===== config.mk =====
export PLATFORM = sky130hd
export DESIGN_NAME = sfence_vma_ctrl
export DESIGN_NICKNAME = d
export VERILOG_FILES = /design/src/rtl/sfence_vma_ctrl_pkg.sv /design/src/rtl/sfence_vma_ctrl_sat_counter.sv /design/src/rtl/sfence_vma_ctrl.sv
export SDC_FILE = /design/constraint.sdc
export NUM_CORES = 1
export LEC_CHECK = 0
export BUFFER_PORTS_ARGS = -buffer_cell sky130_fd_sc_hd__buf_4
export CAP_MARGIN = 20
export CORE_MARGIN = 1
export CORE_UTILIZATION = 44
export DETAILED_ROUTE_END_ITERATION = 10
export MAX_ROUTING_LAYER = met4
export PLACE_DENSITY = 0.84
export SYNTH_ARGS = -nofsm -noshare
export SYNTH_HDL_FRONTEND = slang
export SYNTH_SLANG_ARGS = --single-unit

===== constraint.sdc =====
create_clock -name clk_i -period 1.7 [get_ports clk_i]
set_clock_uncertainty 0.1 [all_clocks]
set_input_delay 0.34 -clock clk_i [delete_from_list [all_inputs] [get_ports clk_i]]
set_output_delay 0.34 -clock clk_i [all_outputs]
set_load 0.02 [all_outputs]

===== src/rtl/sfence_vma_ctrl_pkg.sv =====
// Shared types for the SFENCE.VMA sequencer.
//   sfence_state_e : controller states
//   sfence_req_t   : operands captured at issue (vaddr, ASID, global flags, scoreboard id)
package sfence_vma_ctrl_pkg;

  localparam int unsigned VLEN           = 64;
  localparam int unsigned TRANS_ID_BITS  = 3;
  // Upper bound on the ASID width a design may configure.
  localparam int unsigned ASID_MAX_WIDTH = 16;

  typedef enum logic [2:0] {
    IDLE,
    WB,
    WAIT_COMMIT,
    DRAIN,
    FLUSH
  } sfence_state_e;

  typedef struct packed {
    logic [VLEN-1:0]           vaddr;
    logic [ASID_MAX_WIDTH-1:0] asid;
    logic                      all_vaddr;
    logic                      all_asid;
    logic [TRANS_ID_BITS-1:0]  trans_id;
  } sfence_req_t;

endpackage


===== src/rtl/sfence_vma_ctrl_sat_counter.sv =====
// Saturating up-counter used as the store-drain timer.
//   clk_i/rst_ni : clock, async active-low reset
//   clr_i        : synchronous clear (priority over en_i)
//   en_i         : count up by one, stop at MAX_VALUE
//   cnt_o        : current count
//   sat_o        : count has reached MAX_VALUE
module sfence_vma_ctrl_sat_counter #(
  parameter int unsigned MAX_VALUE = 256,
  parameter int unsigned CNT_W     = $clog2(MAX_VALUE + 1)
) (
  input  logic             clk_i,
  input  logic             rst_ni,
  input  logic             clr_i,
  input  logic             en_i,
  output logic [CNT_W-1:0] cnt_o,
  output logic             sat_o
);

  localparam logic [CNT_W-1:0] MAX_CNT = CNT_W'(MAX_VALUE);

  logic [CNT_W-1:0] cnt_q;

  always_ff @(posedge clk_i or negedge rst_ni) begin
    if (!rst_ni) begin
      cnt_q <= '0;
    end else if (clr_i) begin
      cnt_q <= '0;
    end else if (en_i && (cnt_q != MAX_CNT)) begin
      cnt_q <= cnt_q + 1'b1;
    end
  end

  assign cnt_o = cnt_q;
  assign sat_o = (cnt_q == MAX_CNT);

endmodule


===== src/rtl/sfence_vma_ctrl.sv =====
// SFENCE.VMA sequencer for the execute stage.
// Captures rs1/rs2 at issue, writes back a null result one cycle later, waits
// for commit, drains the store path and then fires a one-cycle TLB flush with
// the captured vaddr/ASID.
//   issue     : sfence_valid_i/sfence_ready_o, trans_id_i, rs1_i, rs2_i, rs*_zero_i
//   writeback : wb_valid_o, wb_trans_id_o
//   control   : flush_i (speculative kill), commit_i, no_st_pending_i, wbuffer_empty_i
//   to LSU    : flush_tlb_o, vaddr_o, asid_o, flush_all_vaddr_o, flush_all_asid_o
//   status    : busy_o, timeout_o (sticky drain timeout), sfence_count_o (perf)
module sfence_vma_ctrl
  import sfence_vma_ctrl_pkg::*;
#(
  parameter int unsigned ASID_WIDTH    = 1,
  parameter int unsigned DRAIN_TIMEOUT = 256,
  parameter int unsigned CNT_WIDTH     = 16
) (
  input  logic                     clk_i,
  input  logic                     rst_ni,
  input  logic                     flush_i,
  input  logic                     sfence_valid_i,
  output logic                     sfence_ready_o,
  input  logic [TRANS_ID_BITS-1:0] trans_id_i,
  input  logic [VLEN-1:0]          rs1_i,
  input  logic [ASID_WIDTH-1:0]    rs2_i,
  input  logic                     rs1_zero_i,
  input  logic                     rs2_zero_i,
  output logic                     wb_valid_o,
  output logic [TRANS_ID_BITS-1:0] wb_trans_id_o,
  input  logic                     commit_i,
  input  logic                     no_st_pending_i,
  input  logic                     wbuffer_empty_i,
  output logic                     flush_tlb_o,
  output logic [VLEN-1:0]          vaddr_o,
  output logic [ASID_WIDTH-1:0]    asid_o,
  output logic                     flush_all_vaddr_o,
  output logic                     flush_all_asid_o,
  output logic                     busy_o,
  output logic                     timeout_o,
  output logic [CNT_WIDTH-1:0]     sfence_count_o
);

  localparam int unsigned      DRAIN_CW     = $clog2(DRAIN_TIMEOUT + 1);
  localparam logic [DRAIN_CW-1:0] TIMEOUT_LAST = DRAIN_CW'(DRAIN_TIMEOUT - 1);

  sfence_state_e           state_q, state_d;
  sfence_req_t             req_q;
  logic                    capture;
  logic                    timeout_q;
  logic [CNT_WIDTH-1:0]    count_q;
  logic [DRAIN_CW-1:0]     drain_cnt;
  logic                    drain_sat;
  logic                    in_drain;

  always_comb begin
    state_d        = state_q;
    sfence_ready_o = 1'b0;
    wb_valid_o     = 1'b0;
    flush_tlb_o    = 1'b0;
    capture        = 1'b0;
    case (state_q)
      IDLE: begin
        sfence_ready_o = 1'b1;
        if (sfence_valid_i && !flush_i) begin
          capture = 1'b1;
          state_d = WB;
        end
      end
      WB: begin
        // Writeback is still presented on a kill; the scoreboard discards it.
        wb_valid_o = 1'b1;
        state_d    = flush_i ? IDLE : WAIT_COMMIT;
      end
      WAIT_COMMIT: begin
        if (commit_i) begin
          state_d = DRAIN;
        end else if (flush_i) begin
          state_d = IDLE;
        end
      end
      DRAIN: begin
        // Committed: flush_i no longer applies here.
        if (no_st_pending_i && wbuffer_empty_i) begin
          state_d = FLUSH;
        end
      end
      FLUSH: begin
        flush_tlb_o = 1'b1;
        state_d     = IDLE;
      end
      default: state_d = IDLE;
    endcase
  end

  always_ff @(posedge clk_i or negedge rst_ni) begin
    if (!rst_ni) begin
      state_q <= IDLE;
    end else begin
      state_q <= state_d;
    end
  end

  always_ff @(posedge clk_i or negedge rst_ni) begin
    if (!rst_ni) begin
      req_q <= '0;
    end else if (capture) begin
      req_q.vaddr     <= rs1_i;
      req_q.asid      <= ASID_MAX_WIDTH'(rs2_i);
      req_q.all_vaddr <= rs1_zero_i;
      req_q.all_asid  <= rs2_zero_i;
      req_q.trans_id  <= trans_id_i;
    end
  end

  assign in_drain = (state_q == DRAIN);

  sfence_vma_ctrl_sat_counter #(
    .MAX_VALUE (DRAIN_TIMEOUT),
    .CNT_W     (DRAIN_CW)
  ) i_drain_timer (
    .clk_i  (clk_i),
    .rst_ni (rst_ni),
    .clr_i  (!in_drain),
    .en_i   (in_drain),
    .cnt_o  (drain_cnt),
    .sat_o  (drain_sat)
  );

  // Set on the edge where the DRAIN_TIMEOUT-th drain cycle is counted.
  always_ff @(posedge clk_i or negedge rst_ni) begin
    if (!rst_ni) begin
      timeout_q <= 1'b0;
    end else if (capture) begin
      timeout_q <= 1'b0;
    end else if (in_drain && ((drain_cnt == TIMEOUT_LAST) || drain_sat)) begin
      timeout_q <= 1'b1;
    end
  end

  always_ff @(posedge clk_i or negedge rst_ni) begin
    if (!rst_ni) begin
      count_q <= '0;
    end else if (state_q == FLUSH) begin
      count_q <= count_q + 1'b1;
    end
  end

  // ASID is stored zero-extended to the package maximum; only the low bits drive out.
  logic unused_asid_bits;
  assign unused_asid_bits = ^req_q.asid;

  assign wb_trans_id_o     = req_q.trans_id;
  assign vaddr_o           = req_q.vaddr;
  assign asid_o            = req_q.asid[ASID_WIDTH-1:0];
  assign flush_all_vaddr_o = req_q.all_vaddr;
  assign flush_all_asid_o  = req_q.all_asid;
  assign busy_o            = (state_q != IDLE);
  assign timeout_o         = timeout_q;
  assign sfence_count_o    = count_q;

  // Issuing while the controller is occupied is an upstream protocol error.
  assert property (@(posedge clk_i) disable iff (!rst_ni) sfence_valid_i |-> sfence_ready_o);

endmodule

======== Word level (Yosys, flattened, before mapping) ========
Index checks and enable logic that the tools add are counted.
cells by class
  equal/unequal tests ..................... 11
  reductions and logical operators ........ 10
  $add $sub $neg .......................... 2
  muxes and demuxes ....................... 15
operators by type and width
  operator                                        number
  2-to-1 mux 9 bit                                2
  adder 16 x 1 -> 16 bit (second input constant)  1
  2-to-1 mux 3 bit                                4
  one-hot mux 3 bit (4 select lines)              1
  adder 9 x 1 -> 9 bit (second input constant)    1
  == test 9 x 8 -> 1 bit (second input constant)  1
  == test 9 bit (second input constant)           1
  inequality test 9 bit (second input constant)   1
  2-to-1 mux 1 bit                                7
  == test 3 x 2 -> 1 bit (second input constant)  2
  inequality test 2 bit (second input constant)   3
  logical AND 1 bit                               4
  == test 3 x 1 -> 1 bit (second input constant)  1
  == test 3 bit (second input constant)           1
  zero test 3 bit                                 1
  inequality test 3 bit (second input constant)   1
  AND reduction 3 bit                             1
  nonzero test 3 bit                              1
  2-to-1 mux 2 bit                                1
  nonzero test 2 bit                              1
  zero test 1 bit                                 1
  logical OR 1 bit                                1
storage, ports and cells
  output and inout bits ................... 91
  logic and storage cells ................. 47
  flip-flop bits (word level) ............. 99
  input port bits ......................... 77

======== Logic depth before layout (Yosys ltp) ========
Gate-level depths: netlist of the first run.
  word-level depth ........................ 5
  mapped depth ............................ 6

======== By module ========
From an unflattened synthesis of the first run, not the netlist that was laid out.
unflattened totals
  cell total of the unflattened synthesis .. 291
  area, all modules ....................... 4390.5 um^2
modules (own cells, without submodules)
  module                       instances  sequential area each (um^2)  cells each  area each (um^2)
  sfence_vma_ctrl              1          2252.2                       239         3885.0
  sfence_vma_ctrl_sat_counter  1          225.2                        52          505.5

======== Least setup slack after synthesis of the first run ========
No wires, ideal clock.
  path kind ............................... register -> register
  start point ............................. reg state_q[1]
  end point ............................... reg req_q (netlist bit asid_o)
  required time ........................... 1.475 ns
  path slack .............................. -0.127 ns
  arrival ................................. 1.602 ns
  library setup time ...................... 0.125 ns
  stages on the path, launching flop included .. 7
  path through ............................ dfrtp_1 -> buf_6 -> or3_4 -> inv_2 -> nand2_4 -> buf_6 -> mux2_4
on the way
  word-level cells in the longest chain between the ends .. 2
RTL lines
  item                    RTL line               RTL
  start, declared         sfence_vma_ctrl.sv:45  sfence_state_e state_q, state_d;
  start signal, assigned  sfence_vma_ctrl.sv:98  state_q <= state_d;
  zero test 3 bit         sfence_vma_ctrl.sv:60  case (state_q)
  2-to-1 mux 1 bit        sfence_vma_ctrl.sv:60
  end, declared           sfence_vma_ctrl.sv:46  sfence_req_t req_q;
Every way passes these cells.
A chain may end at the register's enable or synchronous reset.

======== Final worst setup path of the first run ========
  start point ............................. reg state_q[1]
  end point ............................... reg req_q (netlist bit flush_all_asid_o)
The elaborated chain is that of the path after synthesis.

==> results by group, run 1 <==
Synthesis
  • Netlist cell types: 41
  • Synth Area in XOR/XNOR: 0.0402
  • Syn nets: 361
  • Main combinational cell family by area after synthesis: multiplexers
  • Number of synthesized register bits: 99
  • Multiplexer share of the synthesized area: 0.243
  • Synth Area in Adders: 0.00861
  • Sequential element share of the synthesized area: 0.568
  • Avg Inst Size Synth: 15.5 um2
  • Synth Area in Simple Gates: 0.0869
  • Post-Syn Area: 4360 um2
  • Synth Warn #: 0
  • Compound-Gate Fraction of Synth Area: 0.0189
  • Cells after Synth: 281

Global routing
  • Total GRT Usage: 0.180
  • Largest net degree at the start of global routing: 100
  • Total congestion overflow: 0
  • First-pass GRT wire length: 13,700 um
  • Initial antenna violation count: 0
  • Vias in the first global route: 2,848

Critical path
  • Most frequent cell on the critical path: buf_12
  • Worst Path Required: 1.83 ns
  • CP Capture Type: flop
  • CP Max Fanout: 37
  • CP top delay family: simple AND/OR/NAND/NOR gates
  • Delay of the slowest cell on the worst path: 0.42 ns
  • CP Data Arrival Time: 1.97 ns
  • Kind of critical path: flop to flop
  • Critical path's slowest cell: or3_4
  • Buf/Inv on CP: 3
  • CP cell instances: or3_4 > clkinv_4 > buf_12 > nand2_8 > buf_12 > mux2_4
  • Crit start category: flop
  • R2r setup slk: -0.14 ns

Place
  • Dpl hpwl: 6370 um
  • Pre-CTS WS: -0.0166 ns
  • RD Place Congestion: 0.791
  • I/O Buffers: 167
  • Placed Instances: 574

Finish
  • Sequential cell area: 2480 um2
  • Antenna cells: 0
  • Synth-to-Final Area Change: 42.9%
  • Area occupied by multi-input gates: 1840 um2
  • Filler cell count: 640
  • Final #Nets: 554
  • Share of layout cells above drive strength 1: 0.628
  • Non-filler cells in the finished layout: 608
  • Post-route core utilization: 0.662

Drt
  • 1st-iter DRT viols: 72
  • DR DRC count: 0
  • Wire per inst: 15.4 um
  • Total number of vias: 2,901
  • DRT Pass-1 Iters: 4
  • Via density: 4.77
  • Post-DRT Antenna Nets: 0
  • DRT Wirelength: 9360 um

Clocking
  • TritonCTS clock tree: done
  • CTS Sinks: 99
  • Htree depth: 3
  • Num CTS Buffers: 9
  • Clk_lat worst skew: 0.36 ns
  • Clock transition at the registers of the reported paths: 0.09 ns
  • CTS Root Buffer Type: clkbuf_8
  • Max clock buf depth: 2

Timing
  • Setup total negative slack: -7.55 ns
  • Final worst path period need: 1.84 ns
  • Measured slew at the worst slew-check pin: 0.554 ns
  • Final setup margin: -0.136 ns
  • Slew Limit Fails: 0
  • Rel. slew slack: 0.630
  • Final worst-path cycle share: 1.08
  • RSZ-0062 raised after global routing: true
  • Achievable Freq: 545 MHz
  • Final hold violation count: 0
  • Final setup violation count: 81
  • Hold slack: 0.0930 ns

Power and ir drop
  • Pwr per Cell Area: 1670 nW/um2
  • Worst VDD drop: 0.986 mV
  • Leakage: 3.29 nW

Min path
  • Hold Crit Class: input port to flop

Floorplan
  • Die width: 102 um
  • Initial Utilization: 0.463
  • # IOs: 168
  • Height of the die: 102 um
  • Num rows: 35
  • Core area: 9420 um2
  • Die area: 10,300 um2

Job
  • Max cap viols: 0

Status
  • Outcome: complete, but fails checks
  • Failing checks: setup timing
## cell families after synthesis
logic type / count (synthesis)
AO/OA/AOI/OAI: 13
buffers and inverters: 18
adder cells (fa/ha/maj): 3
AND/OR/NAND/NOR: 57
XOR/XNOR: 20
flip-flops: 99
multiplexers: 71
## worst reg2reg max path: stages, from the launching register on
cell      delay (ns)
dfrtp_1         0.41
or3_4           0.42
clkinv_4        0.07
buf_12          0.10
nand2_8         0.05
buf_12          0.21
mux2_4          0.36
## routing by layer
layer,up-vias,global-route usage,share of wire
li1,1361,-,-
met2,118,0.297,0.50
met4,0,0.0725,0.014
met3,11,0.0276,0.055
met5,-,-,0
met1,1411,0.221,0.43
## power breakdown
| group | switching, mW | total [mW] | leakage, nW | internal (mW) |
|---|---|---|---|---|
| Combinational | 2.29 | 5.14 | 1.99 | 2.85 |
| Clock | 0.807 | 1.38 | 0.0778 | 0.575 |
| Sequential | 0.603 | 3.86 | 1.23 | 3.26 |
| Total | 3.70 | 10.4 | 3.29 | 6.69 |
## registers in the layout (all words and copies together), names as in the netlist, 3 cells and up
register             cells
i_drain_timer.cnt_o      9
sfence_count_o          16
vaddr_o                 64
wb_trans_id_o            3
state_q                  3
## synthesized netlist by cell type (all sizes together)
master   n  area [um2]
nor2    11        41.3
nor2b    1        6.26
a41o     1        11.3
nor3b    2        26.3
a211oi   1        7.51
and3     2        13.8
nor3     5        25.0
a31oi    1        6.26
a21oi    6        30.0
inv      7        26.3
nor4b    2        17.5
ha       3        37.5
or4      1        7.51
o31ai    1        7.51
mux2    71        1060
or3      3        28.8
nand2   13        58.8
nand3    7        40.0
nand2b   1        6.26
dfrtp   99        2480
o21ai    1        5.00
clkbuf   1        3.75
xnor2   10        87.6
nor4     4        58.8
buf     10         121
nand3b   2        15.0
xor2    10        87.6
a22oi    1        7.51
a21o     1        7.51
nand4    3        33.8
## placed cells by master (no fill, tap or decap), types with 2 or more instances in the layout
master      synthesis  final
buf_6               9      8
nand2_1            11     10
nand2_2             1      2
inv_1               6      6
nand3b_1            2      2
nor3_4              0      3
dfrtp_1            99     98
or3_4               2      2
buf_12              1      5
clkinvlp_4          0      4
xnor2_1            10     10
mux2_4             69     69
nor4_4              1      4
xor2_1             10     10
clkbuf_8            0     10
nor2_1             11     11
a21oi_1             6      6
ha_1                3      2
clkinv_4            0      2
mux2_2              2      2
nand4_1             2      2
nand3_1             6      6
nor3b_4             1      2
buf_4               0    179
## metrics by stage
stage | total power, mW | instance area [um2]
2_1_floorplan | 6.86 | 4380
3_3_place_gp | 8.70 | 5760
3_5_place_dp | 8.84 | 5760
4_1_cts | 10.4 | 6020
5_1_grt | 10.9 | 6230
6_report | 10.4 | 6230
## final timing paths
| path | from | end | cells past startpoint |
|---|---|---|---|
| setup reg to reg | state_q[1] | flush_all_asid_o | 6 |
| hold / removal | flush_i | state_q[1] | 2 |
| min in group asynchronous | rst_ni | sfence_count_o[7] | 3 |
| setup / recovery | state_q[1] | flush_all_asid_o | 6 |
| max in group asynchronous | rst_ni | vaddr_o[13] | 3 |
| hold reg to reg | sfence_count_o[15] | sfence_count_o[15] | 1 |
## timing repair
action,CTS,global route
buffers inserted,3,14
endpoints found under the setup margin,23,86
hold endpoints to repair,99,0
pin swaps,2,10
hold buffers,1,0
gates resized for setup,7,18
## area by class of cell
class                   instances  share of cell area
clock inverters                 5             0.00622
well taps                     129              0.0259
inverters                       7             0.00502
clock buffers                  11              0.0227
multi-input cells             164               0.295
repair buffers                193               0.248
flip-flops and latches         99               0.398
Note: power is estimated with default switching activity, not from simulation.
==> run 2: changes to the inputs <==
Settings changed: CORE_UTILIZATION 44 to 49, PLACE_DENSITY 0.84 to 0.88, SKIP_CTS_REPAIR_TIMING set to 1.
Clock period 1.7 ns to 2.1 ns, I/O delays scaled along.
==> run 2 against run 1 <==
  * The run now ends clean
  * Register-to-register slack better by 0.31 ns
  * Core utilization up 2.1 points
  * Setup slack gained 0.30 ns
  * Die area is 10% lower
  * Critical path depth down 3
  * Sequential share of layout area up 2.0 points
  * Critical path type is now flop to output pin
==> results by group, run 2 (synthesis gave the netlist of run 1 again) <==
Status
  • Outcome: completed

Timing
  • Achievable Freq: 516 MHz
  • Setup total negative slack: 0 ns (+7.55 ns)
  • RSZ-0062 raised after global routing: false
  • Rel. slew slack: 0.706 (+0.0767)
  • Final setup margin: 0.160 ns (+0.296 ns)
  • Final worst path period need: 1.94 ns
  • Hold slack: 0.156 ns (+0.0629 ns)
  • Measured slew at the worst slew-check pin: 0.439 ns (-0.115 ns)
  • Slew Limit Fails: 0 (unchanged)
  • Final setup violation count: 0 (-100%)
  • Final worst-path cycle share: 0.924
  • Final hold violation count: 0 (unchanged)

Critical path
  • FF-to-FF path depth: 5 (-1)
  • CP Capture Type: output pin
  • CP Data Arrival Time: 1.42 ns (-0.55 ns)
  • Kind of critical path: flop to output pin
  • Reg2reg end: vaddr_o[34]
  • Worst Path Required: 1.58 ns (-0.25 ns)
  • CP Max Fanout: 6 (-84%)
  • Crit. Startpoint: state_q[2]
  • Crit start category: flop
  • Crit path capture: sfence_ready_o
  • R2r setup slk: 0.17 ns (+0.31 ns)
  • Reg2reg start: state_q[2]

Global routing
  • Initial antenna violation count: 0 (unchanged)
  • Vias in the first global route: 2,757 (-3.2%)
  • First-pass GRT wire length: 13,400 um (-2.2%)
  • Largest net degree at the start of global routing: 48 (-52%)
  • Total GRT Usage: 0.194 (+0.0138)
  • Total congestion overflow: 0 (unchanged)

Power and ir drop
  • Int Pwr: 5.26 mW (-21%)
  • Pwr per Cell Area: 1380 nW/um2 (-17%)
  • Register share of total power: 0.383 (+0.011)
  • Worst VDD drop: 0.870 mV (-12%)
  • Leakage: 3.10 nW (-5.8%)
  • Switching share of power: 0.358 (+0.00186)
  • Comb power frac: 0.482 (-0.013)
  • Total net switching power: 2.93 mW (-21%)
  • Share of total power in the clock network: 0.135 (+0.002)

Finish
  • Fin area: 5920 um2 (-4.9%)
  • Antenna cells: 0 (unchanged)
  • Commonest non-fill, non-tap cell in the layout: buf_4
  • Non-filler cells in the finished layout: 571 (-6.1%)
  • Synth-to-Final Area Change: 35.8%
  • Commonest non-fill, non-tap cells in the layout: 174 x buf_4, 99 x dfrtp_1, 69 x mux2_4
  • Max FFs per register: 64 (unchanged)
  • Share of layout cells above drive strength 1: 0.598 (-0.0301)
  • Final #Nets: 539 (-2.7%)

Clocking
  • Clock transition at the registers of the reported paths: 0.09 ns (about the same)
  • Num CTS Buffers: 9 (unchanged)
  • Htree depth: 3 (unchanged)
  • Clk_lat worst skew: 0.35 ns (about the same)
  • CTS Root Buffer Type: clkbuf_8
  • Max clock buf depth: 2 (unchanged)
  • CTS Sinks: 99 (unchanged)
  • TritonCTS clock tree: done

Drt
  • Wire per inst: 15.7 um (+2.0%)
  • 1st-iter DRT viols: 40 (-44%)
  • DR DRC count: 0 (unchanged)
  • Total number of vias: 2,869 (-1.1%)
  • DRT Pass-1 Iters: 4 (unchanged)
  • Via density: 5.02 (+5.3%)
  • DRT Wirelength: 8960 um (-4.3%)
  • Post-DRT Antenna Nets: 0 (unchanged)

Place
  • RD Place Congestion: 0.795 (+0.51%)
  • Post-DP Area: 5720 um2 (-0.85%)
  • Pre-CTS WS: 0.189 ns (+0.205 ns)
  • Dpl hpwl: 6480 um (+1.7%)
  • I/O Buffers: 167 (unchanged)
  • Placed Instances: 552 (-3.8%)

Floorplan
  • # IOs: 168 (unchanged)
  • Num rows: 34 (-2.9%)
  • Die area: 9280 um2 (-10%)
  • Core area: 8680 um2 (-7.8%)
  • Die width: 96.3 um (-5.1%)
  • Height of the die: 96.3 um (-5.1%)
  • Initial Utilization: 0.503 (+0.0393)

Min path
  • Hold Crit Class: input port to flop
  • Hold-critical path depth: 2 (unchanged)

Job
  • Max cap viols: 0 (unchanged)
run 2: how the worst min path moves through the flow:
stage	startpoint	end	slack [ns]
after floorplan	rst_ni	asid_o	0.02
after global placement	rst_ni	sfence_count_o[7]	0.29
after detailed placement	rst_ni	sfence_count_o[15]	0.30
after CTS	rst_ni	sfence_count_o[15]	-0.09
after global routing	flush_i	state_q[1]	0.14
final	flush_i	state_q[1]	0.16
run 2: final cells by class:
| cell class | instances | area [um2] |
|---|---|---|
| clock buffer | 10 | 138 |
| clock inverter | 5 | 38.8 |
| fill | 626 | 2750 |
| inverter | 7 | 26.3 |
| multi-input combinational | 164 | 1730 |
| sequential | 99 | 2480 |
| tap | 108 | 135 |
| timing repair buffer | 178 | 1380 |
run 2: metrics by stage:
stage          utilization  total power [mW]
6_report             0.683              8.19
5_1_grt              0.683              8.64
4_1_cts              0.679              8.26
3_5_place_dp         0.659              7.12
3_3_place_gp         0.659              7.00
2_1_floorplan            -              5.52
run 2: critical path: stages (launching register included):
cell and delay, ns:
dfrtp_1 0.44, or3_4 0.41, inv_2 0.08, buf_4 0.14
run 2: power by group through the flow:
stage,sequential [mW],combinational (mW),clock [mW]
2_1_floorplan,3.95,1.57,0
3_3_place_gp,3.12,3.88,0
3_5_place_dp,3.14,3.98,0
4_1_cts,3.14,3.98,1.14
5_1_grt,3.24,4.19,1.21
6_report,3.14,3.95,1.10
run 2: per-layer routing:
metal / share of wire / vias to the layer above / track usage
li1: - / 1326 / -
met1: 0.43 / 1410 / 0.248
met2: 0.51 / 119 / 0.312
met3: 0.055 / 14 / 0.0355
met4: 0.012 / 0 / 0.0662
met5: 0 / - / -
==> run 3: changes to the inputs <==
Settings changed: PLACE_DENSITY 0.88 to 0.84.
==> run 3 against run 2 <==
  * Clock-buffer cell count unchanged
  * Cell area up 0.74%
  * Via count up 0.14%
==> results by group, run 3 (synthesis gave the netlist of run 1 again) <==
Clocking
  • Clock transition at the registers of the reported paths: 0.09 ns (about the same)
  • CTS Sinks: 99 (unchanged)
  • Htree depth: 3 (unchanged)
  • Num CTS Buffers: 9 (unchanged)
  • Max clock buf depth: 2 (unchanged)
  • CTS Root Buffer Type: clkbuf_8
  • TritonCTS clock tree: done
  • Clk_lat worst skew: 0.34 ns (about the same)

Power and ir drop
  • Pwr per Cell Area: 1390 nW/um2 (+0.61%)
  • Worst VDD drop: 0.807 mV (-7.3%)
  • Leakage: 3.13 nW (+0.98%)

Floorplan
  • Height of the die: 96.3 um (unchanged)
  • Core area: 8680 um2 (unchanged)
  • Die area: 9280 um2 (unchanged)
  • Num rows: 34 (unchanged)
  • Initial Utilization: 0.503 (unchanged)
  • Die width: 96.3 um (unchanged)
  • # IOs: 168 (unchanged)

Finish
  • Post-route core utilization: 0.688 (+0.00505)
  • Sequential cell area: 2480 um2 (unchanged)
  • Fin area: 5970 um2 (+0.74%)
  • Share of layout cells above drive strength 1: 0.598 (unchanged)
  • Max FFs per register: 64 (unchanged)
  • Final #Nets: 538 (-0.19%)
  • Commonest non-fill, non-tap cell in the layout: buf_4
  • Area occupied by multi-input gates: 1730 um2 (unchanged)
  • Commonest non-fill, non-tap cells in the layout: 171 x buf_4, 99 x dfrtp_1, 69 x mux2_4
  • Synth-to-Final Area Change: 36.8%
  • Antenna cells: 0 (unchanged)
  • Filler cell count: 616 (-1.6%)

Global routing
  • Met1 Use GR: 0.248 (+0.000379)
  • First-pass GRT wire length: 13,100 um (-1.9%)
  • Total GRT Usage: 0.195 (+0.00129)
  • Initial antenna violation count: 0 (unchanged)
  • GR peak layer: met2
  • GR Util met3: 0.0403 (+0.00474)
  • Vias in the first global route: 2,718 (-1.4%)
  • Largest net degree at the start of global routing: 41 (-15%)
  • Total congestion overflow: 0 (unchanged)
  • Grt met2 use: 0.313 (+0.00118)

Drt
  • Wire per inst: 15.6 um (-0.47%)
  • DR DRC count: 0 (unchanged)
  • 1st-iter DRT viols: 37 (-7.5%)
  • DRT Wirelength: 8920 um (-0.47%)
  • DRT Pass-1 Iters: 4 (unchanged)
  • Via density: 5.03 (+0.14%)
  • Post-DRT Antenna Nets: 0 (unchanged)
  • Total number of vias: 2,873 (+0.14%)

Status
  • Outcome: completed

Timing
  • Rel. slew slack: 0.709 (+0.00281)
  • Final worst path period need: 1.93 ns (-0.0141 ns)
  • Final worst-path cycle share: 0.917 (-0.00671)
  • Achievable Freq: 519 MHz (+0.73%)
  • RSZ-0062 raised after global routing: false
  • Measured slew at the worst slew-check pin: 0.435 ns (-0.00420 ns)
  • Final hold violation count: 0 (unchanged)
  • Final setup violation count: 0 (unchanged)
  • Slew Limit Fails: 0 (unchanged)
  • Hold slack: 0.161 ns (+0.00525 ns)
  • Setup total negative slack: 0 ns (unchanged)

Place
  • Dpl hpwl: 6680 um (+3.1%)
  • Post-DP Area: 5740 um2 (+0.44%)
  • RD Place Congestion: 0.814 (+2.4%)
  • I/O Buffers: 167 (unchanged)

Critical path
  • Worst Path Required: 1.58 ns (about the same)
  • CP Data Arrival Time: 1.41 ns (about the same)
  • Kind of critical path: flop to output pin
  • CP Capture Type: output pin
  • Crit start category: flop
  • CP Max Fanout: 6 (unchanged)

Min path
  • Hold Crit Class: input port to flop

Job
  • Max cap viols: 0 (unchanged)
-- run 3: cell types whose count changed in the layout (fill, tap and decap cells not counted) --
cell / delta
bufinv_16: +1
clkinv_2: +2
inv_6: -1
clkinvlp_4: -3
clkinv_4: +2
buf_4: -3
buf_12: +2
-- run 3: cell type report --
class | count | share of cell area
Tap cell | 108 | 0.0226
Multi-Input combinational cell | 164 | 0.290
Clock buffer | 10 | 0.0231
Sequential cell | 99 | 0.415
Timing Repair Buffer | 177 | 0.234
Inverter | 7 | 0.00440
Clock inverter | 6 | 0.0109
-- run 3: critical path, cell delays in order, from the launching register on --
cell and delay, ns:
dfrtp_1 0.43, or3_4 0.41, inv_2 0.08, buf_4 0.14
-- run 3: layer usage --
layer / share of wire / vias to the layer above
met4: 0.013 / 0
li1: - / 1335
met2: 0.50 / 116
met5: 0 / -
met3: 0.061 / 10
met1: 0.43 / 1412
-- run 3: stage by stage --
step / power [mW] / worst slack, ns / cells
final: 8.30 / 0.175 / 571
after global routing: 8.73 / 0.103 / 571
after CTS: 8.38 / 0.0398 / 568
after detailed placement: 7.14 / 0.235 / 552
after global placement: 7.03 / 0.277 / 552
after floorplan: 5.52 / 0.273 / 281
-- run 3: final timing paths --
kind / from / to / slack, ns / depth (start not counted)
max: state_q[2] / sfence_ready_o / 0.17 / 3
min: flush_i / state_q[1] / 0.16 / 2
max reg2reg: state_q[2] / vaddr_o[32] / 0.24 / 5
min reg2reg: sfence_count_o[15] / sfence_count_o[15] / 0.39 / 1
max in group asynchronous: rst_ni / vaddr_o[7] / 0.95 / 3
min in group asynchronous: rst_ni / sfence_count_o[15] / 0.42 / 2
-- run 3: report_power, final --
part | leakage, nW | switching (mW) | total [mW] | internal [mW]
clock network | 0.102 | 0.634 | 1.22 | 0.584
registers | 1.23 | 0.479 | 3.12 | 2.64
logic | 1.80 | 1.80 | 3.97 | 2.17
